--- config.mk ---
export PLATFORM = sky130hd
export DESIGN_NAME = hazard_ctrl
export DESIGN_NICKNAME = d
export VERILOG_FILES = /design/src/rtl/hazard_ctrl.sv
export SDC_FILE = /design/constraint.sdc
export NUM_CORES = 1
export LEC_CHECK = 0
export CORE_ASPECT_RATIO = 0.7
export CORE_UTILIZATION = 43
export DETAILED_ROUTE_END_ITERATION = 7
export PLACE_DENSITY = 0.78
export SLEW_MARGIN = 20
export SYNTH_ARGS = -nofsm -noshare
export SYNTH_HDL_FRONTEND = slang
export SYNTH_SLANG_ARGS = --single-unit
--- constraint.sdc ---
create_clock -name clk -period 2.6 [get_ports clk]
set_clock_uncertainty 0.1 [all_clocks]
set_input_delay 0.26 -clock clk [delete_from_list [all_inputs] [get_ports clk]]
set_output_delay 0.26 -clock clk [all_outputs]
set_load 0.005 [all_outputs]
--- src/rtl/hazard_ctrl.sv ---
// hazard_ctrl
// Hazard and sequencing controller for the ID/EX/MEM/WB pipeline.
// Generates the execute-stage operand forwarding selects and the
// stall/flush enables for the F, D, E and M pipeline registers. It covers
// load-use hazards, taken branches and PC writes, and a long-op FSM that
// holds a multi-cycle instruction in E for LONG_LAT cycles. It also keeps
// a saturating count of StallF cycles for performance debug.
//
// Ports:
//   clk, reset               clock; asynchronous active-high reset
//   RA1D, RA2D               source registers of the instruction in D
//   RA1E, RA2E               source registers of the instruction in E
//   WA3E, WA3M, WA3W         destination registers in E, M, W
//   RegWriteE/M/W            the stage's instruction writes the register file
//   MemtoRegE                E instruction is a load
//   LongOpE                  E instruction is multi-cycle
//   BranchTakenE             branch resolved taken in E
//   PCWrPendingF             a PC write is in flight in D, E or M
//   PCSrcW                   W instruction writes PC (overrides everything)
//   CntClr                   synchronous clear of StallCount
//   ForwardAE, ForwardBE     00 register file, 01 ResultW, 10 ALUOutM
//   StallF/D/E               hold fetch PC, IF/ID, ID/EX
//   FlushD/E/M               clear IF/ID, ID/EX, EX/MEM
//   LongBusy                 long-op FSM is in BUSY
//   StallCount               saturating count of StallF cycles
//
// Long-op FSM states:
//   state | meaning
//   IDLE  | no long op in progress; a new LongOpE starts one
//   BUSY  | long op holding E; cnt = remaining stall cycles
module hazard_ctrl #(
    parameter int LONG_LAT = 3,
    parameter int CNT_W    = 16
) (
    input  logic             clk,
    input  logic             reset,
    input  logic [3:0]       RA1D,
    input  logic [3:0]       RA2D,
    input  logic [3:0]       RA1E,
    input  logic [3:0]       RA2E,
    input  logic [3:0]       WA3E,
    input  logic [3:0]       WA3M,
    input  logic [3:0]       WA3W,
    input  logic             RegWriteE,
    input  logic             RegWriteM,
    input  logic             RegWriteW,
    input  logic             MemtoRegE,
    input  logic             LongOpE,
    input  logic             BranchTakenE,
    input  logic             PCWrPendingF,
    input  logic             PCSrcW,
    input  logic             CntClr,
    output logic [1:0]       ForwardAE,
    output logic [1:0]       ForwardBE,
    output logic             StallF,
    output logic             StallD,
    output logic             StallE,
    output logic             FlushD,
    output logic             FlushE,
    output logic             FlushM,
    output logic             LongBusy,
    output logic [CNT_W-1:0] StallCount
);

    typedef enum logic {IDLE = 1'b0, BUSY = 1'b1} state_t;

    // The first long-op cycle is spent in IDLE, so BUSY only needs to
    // cover the remaining LONG_LAT-1 cycles, the last of which releases E.
    localparam logic [3:0] CNT_LOAD = 4'(LONG_LAT - 2);

    state_t     state;
    logic [3:0] cnt;
    logic       pc_flush;
    logic       ld_stall;
    logic       long_stall;

    // R15 reads return the PC, never a forwarded result.
    function automatic logic [1:0] fwd_sel(input logic [3:0] ra,
                                           input logic [3:0] wa_m,
                                           input logic       rw_m,
                                           input logic [3:0] wa_w,
                                           input logic       rw_w);
        if (ra == 4'hF)
            fwd_sel = 2'b00;
        else if (rw_m && (ra == wa_m))
            fwd_sel = 2'b10;
        else if (rw_w && (ra == wa_w))
            fwd_sel = 2'b01;
        else
            fwd_sel = 2'b00;
    endfunction

    assign ForwardAE = fwd_sel(RA1E, WA3M, RegWriteM, WA3W, RegWriteW);
    assign ForwardBE = fwd_sel(RA2E, WA3M, RegWriteM, WA3W, RegWriteW);

    assign pc_flush   = PCSrcW & ~reset;
    assign ld_stall   = MemtoRegE & RegWriteE & ((RA1D == WA3E) | (RA2D == WA3E));
    assign long_stall = ~pc_flush &
                        (((state == IDLE) & LongOpE) |
                         ((state == BUSY) & (cnt != 4'd0)));

    always_comb begin
        StallF = 1'b0;
        StallD = 1'b0;
        StallE = 1'b0;
        FlushD = 1'b0;
        FlushE = 1'b0;
        FlushM = 1'b0;
        if (pc_flush) begin
            FlushD = 1'b1;
            FlushE = 1'b1;
        end else begin
            StallF = ld_stall | PCWrPendingF | long_stall;
            StallD = ld_stall | long_stall;
            StallE = long_stall;
            // While E is held, flushing D/E would destroy the held instruction.
            FlushD = (PCWrPendingF | BranchTakenE) & ~long_stall;
            FlushE = (ld_stall | BranchTakenE) & ~long_stall;
            FlushM = long_stall;
        end
    end

    always_ff @(posedge clk or posedge reset) begin
        if (reset) begin
            state <= IDLE;
            cnt   <= 4'd0;
        end else if (PCSrcW) begin
            state <= IDLE;
            cnt   <= 4'd0;
        end else begin
            case (state)
                IDLE: begin
                    if (LongOpE) begin
                        state <= BUSY;
                        cnt   <= CNT_LOAD;
                    end
                end
                BUSY: begin
                    // Leaving at cnt==0 goes straight to IDLE without looking
                    // at LongOpE, which is still high for the departing op.
                    if (cnt == 4'd0)
                        state <= IDLE;
                    else
                        cnt <= cnt - 4'd1;
                end
                default: begin
                    state <= IDLE;
                    cnt   <= 4'd0;
                end
            endcase
        end
    end

    assign LongBusy = (state == BUSY);

    always_ff @(posedge clk or posedge reset) begin
        if (reset)
            StallCount <= '0;
        else if (CntClr)
            StallCount <= '0;
        else if (StallF && (StallCount != '1))
            StallCount <= StallCount + 1'b1;
    end

endmodule

==> results.json, run 1 <==
{
  "firstDrtPassIters": 4,
  "drc": 0,
  "placed_area_um2": 2387,
  "synthMuxAreaShare_pct": 6.206,
  "worstSkewPairLatency_ps": 270,
  "totalPowerFinal_uw": 882.1,
  "finalWorstSetupSlack_ps": 167.5,
  "async_flop_share_pct": 100.0,
  "grt_overflow": 0,
  "hold_path_class": "in2async",
  "max_slew_margin_pct": 69.78,
  "pre_cts_ws_ps": -374.6,
  "synth-edff-count": 0,
  "final_max_slew_viol_count": 0,
  "ctsLongestPathBuffers": 2,
  "final_nets": 309,
  "fin_util_pct": 69.02,
  "nFillCells": 315,
  "yosys-top-cells-area": "dfrtp_1, xnor2_1, xor2_1",
  "start_util_pct": 45.32,
  "synthCells": 190,
  "h-tree-depth": 1,
  "vias": 1651,
  "rows": 18,
  "core_area_um2": 3558,
  "dieHeight_um": 53.24,
  "peakVddDrop_v": 0.0002875,
  "io_buffers": 65,
  "dp_hpwl_mm": 3.194,
  "final_area_um2": 2456,
  "cp.arrival_ps": 2070,
  "synth_flop_cell": "dfrtp_1",
  "cts_buffers": 3,
  "synth_compound_gate_area_share_pct": 13.27,
  "syn_to_final_growth_pct": 52.29,
  "post-route-min-period_ps": 2433,
  "critPathKind": "reg2out",
  "ys_seq_area_share_pct": 32.58,
  "grt_pass1_vias": 1438,
  "ys_ff_latch": 21,
  "period_share_pct": 93.56,
  "syn_avg_cell_area_um2": 8.488,
  "endpoint_kind": "output pin",
  "routed_wl_mm": 4.086,
  "wl_per_cell_um": 12.93,
  "max_freq_ghz": 0.4111,
  "multi_input_area_um2": 1036,
  "syn-num-nets": 232,
  "gp_congestion": 0.8141,
  "die_area_um2": 4004,
  "synth_top_area_share_pct": 32.58,
  "status": "complete, no violations",
  "seqCellArea_um2": 525.5,
  "p_per_area_nw_per_um2": 359.1,
  "cts_tree": "yes",
  "setup_viol": 0,
  "drive_above_1_share_pct": 11.65,
  "antenna_left": 0,
  "placed_cells": 311,
  "cp_max_fo": 6,
  "drtIter0Drc": 107,
  "synthAdderAreaFrac_pct": 2.327,
  "finalHoldViolations": 0,
  "synth.distinct_cells": 40,
  "yosysWarnings": 0,
  "avgViaCountPerCell": 5.225,
  "postCtsHoldBufs": 0,
  "yosysTopAreaCell": "dfrtp_1",
  "rsz0062_at_grt": "no",
  "synth_xor_area_share_pct": 11.95,
  "synth_most_common_cell": "dfrtp_1",
  "insertedDiodeCount": 0,
  "root_buffer": "clkbuf_8",
  "grt_pass1_wl_mm": 6.658,
  "yosys-top-cells-count": "dfrtp_1, nor2_1, nand3_1, xnor2_1, a21oi_1",
  "max_cap_violations": 0,
  "synth_top_family_by_area": "simple AND/OR/NAND/NOR gates",
  "layout.cells.non_filler": 316,
  "yosys.area_share.simple_pct": 29.56,
  "grt_usage_pct": 22.41,
  "grt_max_degree": 22,
  "leakage_nw": 0.9820,
  "clk_pin_slew_ps": 80,
  "worst_slew_pin_slew_ps": 451.9,
  "syn-cell-area_um2": 1613,
  "die_x_um": 75.20,
  "ioPinCount": 66,
  "cp.required_ps": 2240,
  "critPathLaunchType": "flip-flop",
  "cts_sinks": 21,
  "antenna_found_initial": 0
}
-- path summary, 6_finish.rpt --
path | start | endpoint | slack, ps | depth (start not counted)
hold reg to reg | StallCount[9] | StallCount[9] | 470 | 2
hold / removal | reset | cnt[2] | 270 | 3
min in group clk | StallCount[9] | StallCount[9] | 470 | 2
setup reg to reg | cnt[0] | StallCount[3] | 400 | 9
max in group asynchronous | reset | StallCount[7] | 1910 | 3
setup / recovery | cnt[0] | StallF | 170 | 7
-- report_power, final --
part | internal, mW | switching (mW) | total (mW)
combinational | 0.179 | 0.131 | 0.310
clock | 0.107 | 0.115 | 0.222
sequential | 0.338 | 0.0122 | 0.350
total | 0.624 | 0.258 | 0.882
-- state kept, by name, indices dropped and copies added, names as in the netlist --
register / count
cnt: 4
LongBusy: 1
StallCount: 16
-- critical path: stages, from the launching register on --
cell,delay (ps)
dfrtp_1,390
inv_1,80
ha_1,140
nand2b_1,80
o22a_1,260
o31ai_4,300
inv_2,100
clkdlybuf4s50_1,460
-- per-stage QoR --
stage	setup TNS, ps	hold WS, ps
after global routing	0	327.0
final	0	269.2
after global placement	-709.8	460.4
after CTS	0	284.2
after detailed placement	-1581	455.1
after floorplan	0	145.0
-- cell families (layout without fill, tap and decap cells) --
group | after synthesis | count (layout)
AO/OA/AOI/OAI | 33 | 33
XOR/XNOR | 22 | 22
adder cells (fa/ha/maj) | 3 | 3
buffers and inverters | 14 | 90
flip-flops | 21 | 21
multiplexers | 9 | 9
AND/OR/NAND/NOR | 88 | 88
-- layer usage --
layer,share of wire (%),up-vias,global-route usage (%)
met5,0,-,0
met4,0.39,0,3.704
met3,4.8,2,4.571
met2,43,46,33.33
met1,52,764,33.69
li1,-,839,-
-- cell usage in the layout (no fill, tap or decap), drive strengths merged --
| cell type | netlist | routed |
|---|---|---|
| or3 | 2 | 2 |
| nand2 | 10 | 10 |
| and4 | 2 | 2 |
| o31ai | 7 | 7 |
| inv | 6 | 6 |
| a32oi | 1 | 1 |
| mux2i | 1 | 1 |
| o22a | 1 | 1 |
| a22oi | 1 | 1 |
| o22ai | 1 | 1 |
| nand4 | 2 | 2 |
| or4 | 6 | 6 |
| nand4b | 1 | 1 |
| nor3 | 6 | 6 |
| clkdlybuf4s50 | 0 | 65 |
| and2 | 3 | 3 |
| buf | 4 | 15 |
| clkinv | 0 | 1 |
| nand3 | 15 | 15 |
| ha | 3 | 3 |
| a41oi | 2 | 2 |
| nor2b | 8 | 8 |
| and3 | 6 | 6 |
| nor4 | 3 | 3 |
| o21ai | 7 | 7 |
| xnor2 | 12 | 12 |
| nand2b | 2 | 2 |
| dfrtp | 21 | 21 |
| clkbuf | 4 | 3 |
| o41ai | 1 | 1 |
| xor2 | 10 | 10 |
| nor3b | 2 | 2 |
| mux2 | 8 | 8 |
| a21oi | 12 | 12 |
| nor2 | 20 | 20 |
-- what timing repair did --
action,4_1_cts,5_1_grt
resized for setup,1,1
setup endpoints to repair,4,1
setup buffers,1,0
pin swaps,1,0
-- area by class of cell --
type / count / area share (%)
multi-input combinational: 155 / 42.18
tap: 50 / 2.547
clock inverter: 1 / 0.2038
clock buffer: 3 / 1.681
timing repair buffer: 80 / 31.07
sequential: 21 / 21.40
inverter: 6 / 0.9170
(Power assumes the default switching activity.)
==> run 2, diff against run 1 <==
Settings changed: HOLD_SLACK_MARGIN set to 0.12.
==> results of run 2 <==
No change in the layout: final DEF, timing and power equal those of run 1.
==> run 3, diff against run 2 <==
==> constraint.sdc (replaced) <==
create_clock -name clk -period 2.6 [get_ports clk]
set_clock_uncertainty 0.1 [all_clocks]
set_input_delay 0.39 -clock clk [delete_from_list [all_inputs] [get_ports clk]]
set_output_delay 0.39 -clock clk [all_outputs]
set_load 0.005 [all_outputs]
==> run 3 against run 2 <==
Sequential share of layout area is 0.19 points higher; total power is 3.6% lower; setup slack worse by 110 ps; non-clock buffer count shrank 5; global-route usage fell by 0.055 points; cell count shrank 1.6%; sequential cell count did not move; design area is 0.87% lower; fmax down 4.4%; largest cell class unchanged; highest routed layer unchanged.
==> results.json, run 3 (synthesis results as in run 1) <==
{
  "critPathLaunchType": "input pin",
  "drc": 0,
  "cp.arrival_ps": 2050,
  "wl_per_cell_um": 13.46,
  "cp_common_cell": "clkdlybuf4s50_1",
  "layout_commonest_cell": "clkdlybuf4s50_1",
  "critPathKind": "in2out",
  "postCtsHoldBufs": 0,
  "rsz0062_at_grt": "yes",
  "grt_pass1_wl_mm": 6.713,
  "insertedDiodeCount": 0,
  "worstSkewPairLatency_ps": 260,
  "ctsLongestPathBuffers": 2,
  "final_nets": 304,
  "switching_share_pct": 28.75,
  "cts_tree": "yes",
  "max_freq_ghz": 0.3931,
  "pre_cts_ws_ps": -16.02,
  "gp_congestion": 0.7901,
  "rows": 18,
  "h-tree-depth": 1,
  "p_per_area_nw_per_um2": 349.3,
  "grt_usage_pct": 22.36,
  "ioPinCount": 66,
  "cp-startpoint": "WA3M[2]",
  "r2r_start": "cnt[0]",
  "dieHeight_um": 53.24,
  "grt_overflow": 0,
  "max_slew_margin_pct": 78.26,
  "firstDrtPassIters": 4,
  "final_area_um2": 2435,
  "layout.cells.non_filler": 311,
  "seq_power_share_pct": 41.8,
  "root_buffer": "clkbuf_8",
  "die_x_um": 75.20,
  "internal_power_uw": 605.9,
  "antenna_found_initial": 0,
  "clk_pin_slew_ps": 70,
  "endpoint_kind": "output pin",
  "finalHoldViolations": 0,
  "largest_register_ffs": 16,
  "core_area_um2": 3558,
  "crit_path_cell_trace": "clkdlybuf4s50_1 -> xor2_1 -> nor3_1 -> nand3_1 -> a41oi_1 -> clkdlybuf4s50_1",
  "grt_max_degree": 24,
  "worst_slew_pin_slew_ps": 323.1,
  "regMostFlops": "StallCount",
  "crit_slowest_cell": "clkdlybuf4s50_1",
  "finalWorstSetupSlack_ps": 56.38,
  "cts_sinks": 21,
  "avgViaCountPerCell": 5.312,
  "placed_area_um2": 2357,
  "placed_cells": 307,
  "layout_common_cells": "clkdlybuf4s50_1, dfrtp_1, nor2_1",
  "cp.required_ps": 2110,
  "peakVddDrop_v": 0.0002645,
  "combPwrFrac_pct": 33.5,
  "leakage_nw": 1.022,
  "cts_buffers": 3,
  "vias": 1652,
  "antenna_left": 0,
  "critPathMaxStageDelay_ps": 530,
  "die_area_um2": 4004,
  "max_cap_violations": 0,
  "setup_viol": 0,
  "switchingPower_uw": 244.5,
  "cp_max_fo": 2,
  "routed_wl_mm": 4.185,
  "syn_to_final_growth_pct": 50.97,
  "io_buffers": 65,
  "drive_above_1_share_pct": 10.34,
  "grt_pass1_vias": 1463,
  "status": "complete, no violations",
  "p_clk_share_pct": 24.7,
  "period_share_pct": 97.83,
  "post-route-min-period_ps": 2544,
  "final_max_slew_viol_count": 0,
  "dp_hpwl_mm": 3.303,
  "hold_path_class": "in2async",
  "start_util_pct": 45.32,
  "drtIter0Drc": 77
}
run 3: area by class of cell:
class | count | area, um2
clock buffer | 3 | 41.29
sequential | 21 | 525.5
inverter | 6 | 22.52
fill | 320 | 1124
tap | 50 | 62.56
multi-input combinational | 155 | 1037
clock inverter | 1 | 5.005
timing repair buffer | 75 | 740.7
run 3: power groups by stage:
stage | clock network (mW) | logic [mW] | registers [mW]
floorplan | 0 | 0.131 | 0.356
global placement | 0 | 0.276 | 0.361
detailed placement | 0 | 0.281 | 0.361
CTS | 0.219 | 0.283 | 0.355
global route | 0.224 | 0.312 | 0.358
finish | 0.210 | 0.285 | 0.355
run 3: worst paths after layout:
check                      cells after the start             end  slack (ps)
max                                            6    ForwardBE[1]          60
min                                            3   StallCount[7]         430
max reg2reg                                    8  StallCount[12]         360
min reg2reg                                    2          cnt[1]         460
max in group asynchronous                      3   StallCount[5]        1760
min in group clk                               2          cnt[1]         460
run 3: timing repair:
item / 4_1_cts / 5_1_grt
setup buffers: 0 / 0
endpoints found under the setup margin: 0 / 6
gates resized for setup: 0 / 10
run 3: routing by layer:
layer	wire length (um)	global-route usage (%)	vias up
li1	-	-	829
met1	2008	32.51	783
met2	1965	36.04	38
met3	207	4.571	2
met4	4	0.9259	0
met5	0	0	-
run 3: per-stage QoR:
stage / hold WS, ps / setup TNS, ps / util, % / power, mW
after global routing: 477.2 / -5.354 / 68.42 / 0.8944
final: 429.2 / 0 / 68.42 / 0.8504
after floorplan: 275.0 / 0 / - / 0.4869
after CTS: 430.9 / 0 / 67.55 / 0.8567
after global placement: 431.4 / 0 / 66.24 / 0.6364
after detailed placement: 454.8 / -16.02 / 66.24 / 0.6425
run 3: critical path, delay by kind of cell:
family,cells,cell delay (ps)
buf+inv,2,1000
simple gates,2,320
compound gates,1,180
xor+xnor,1,170
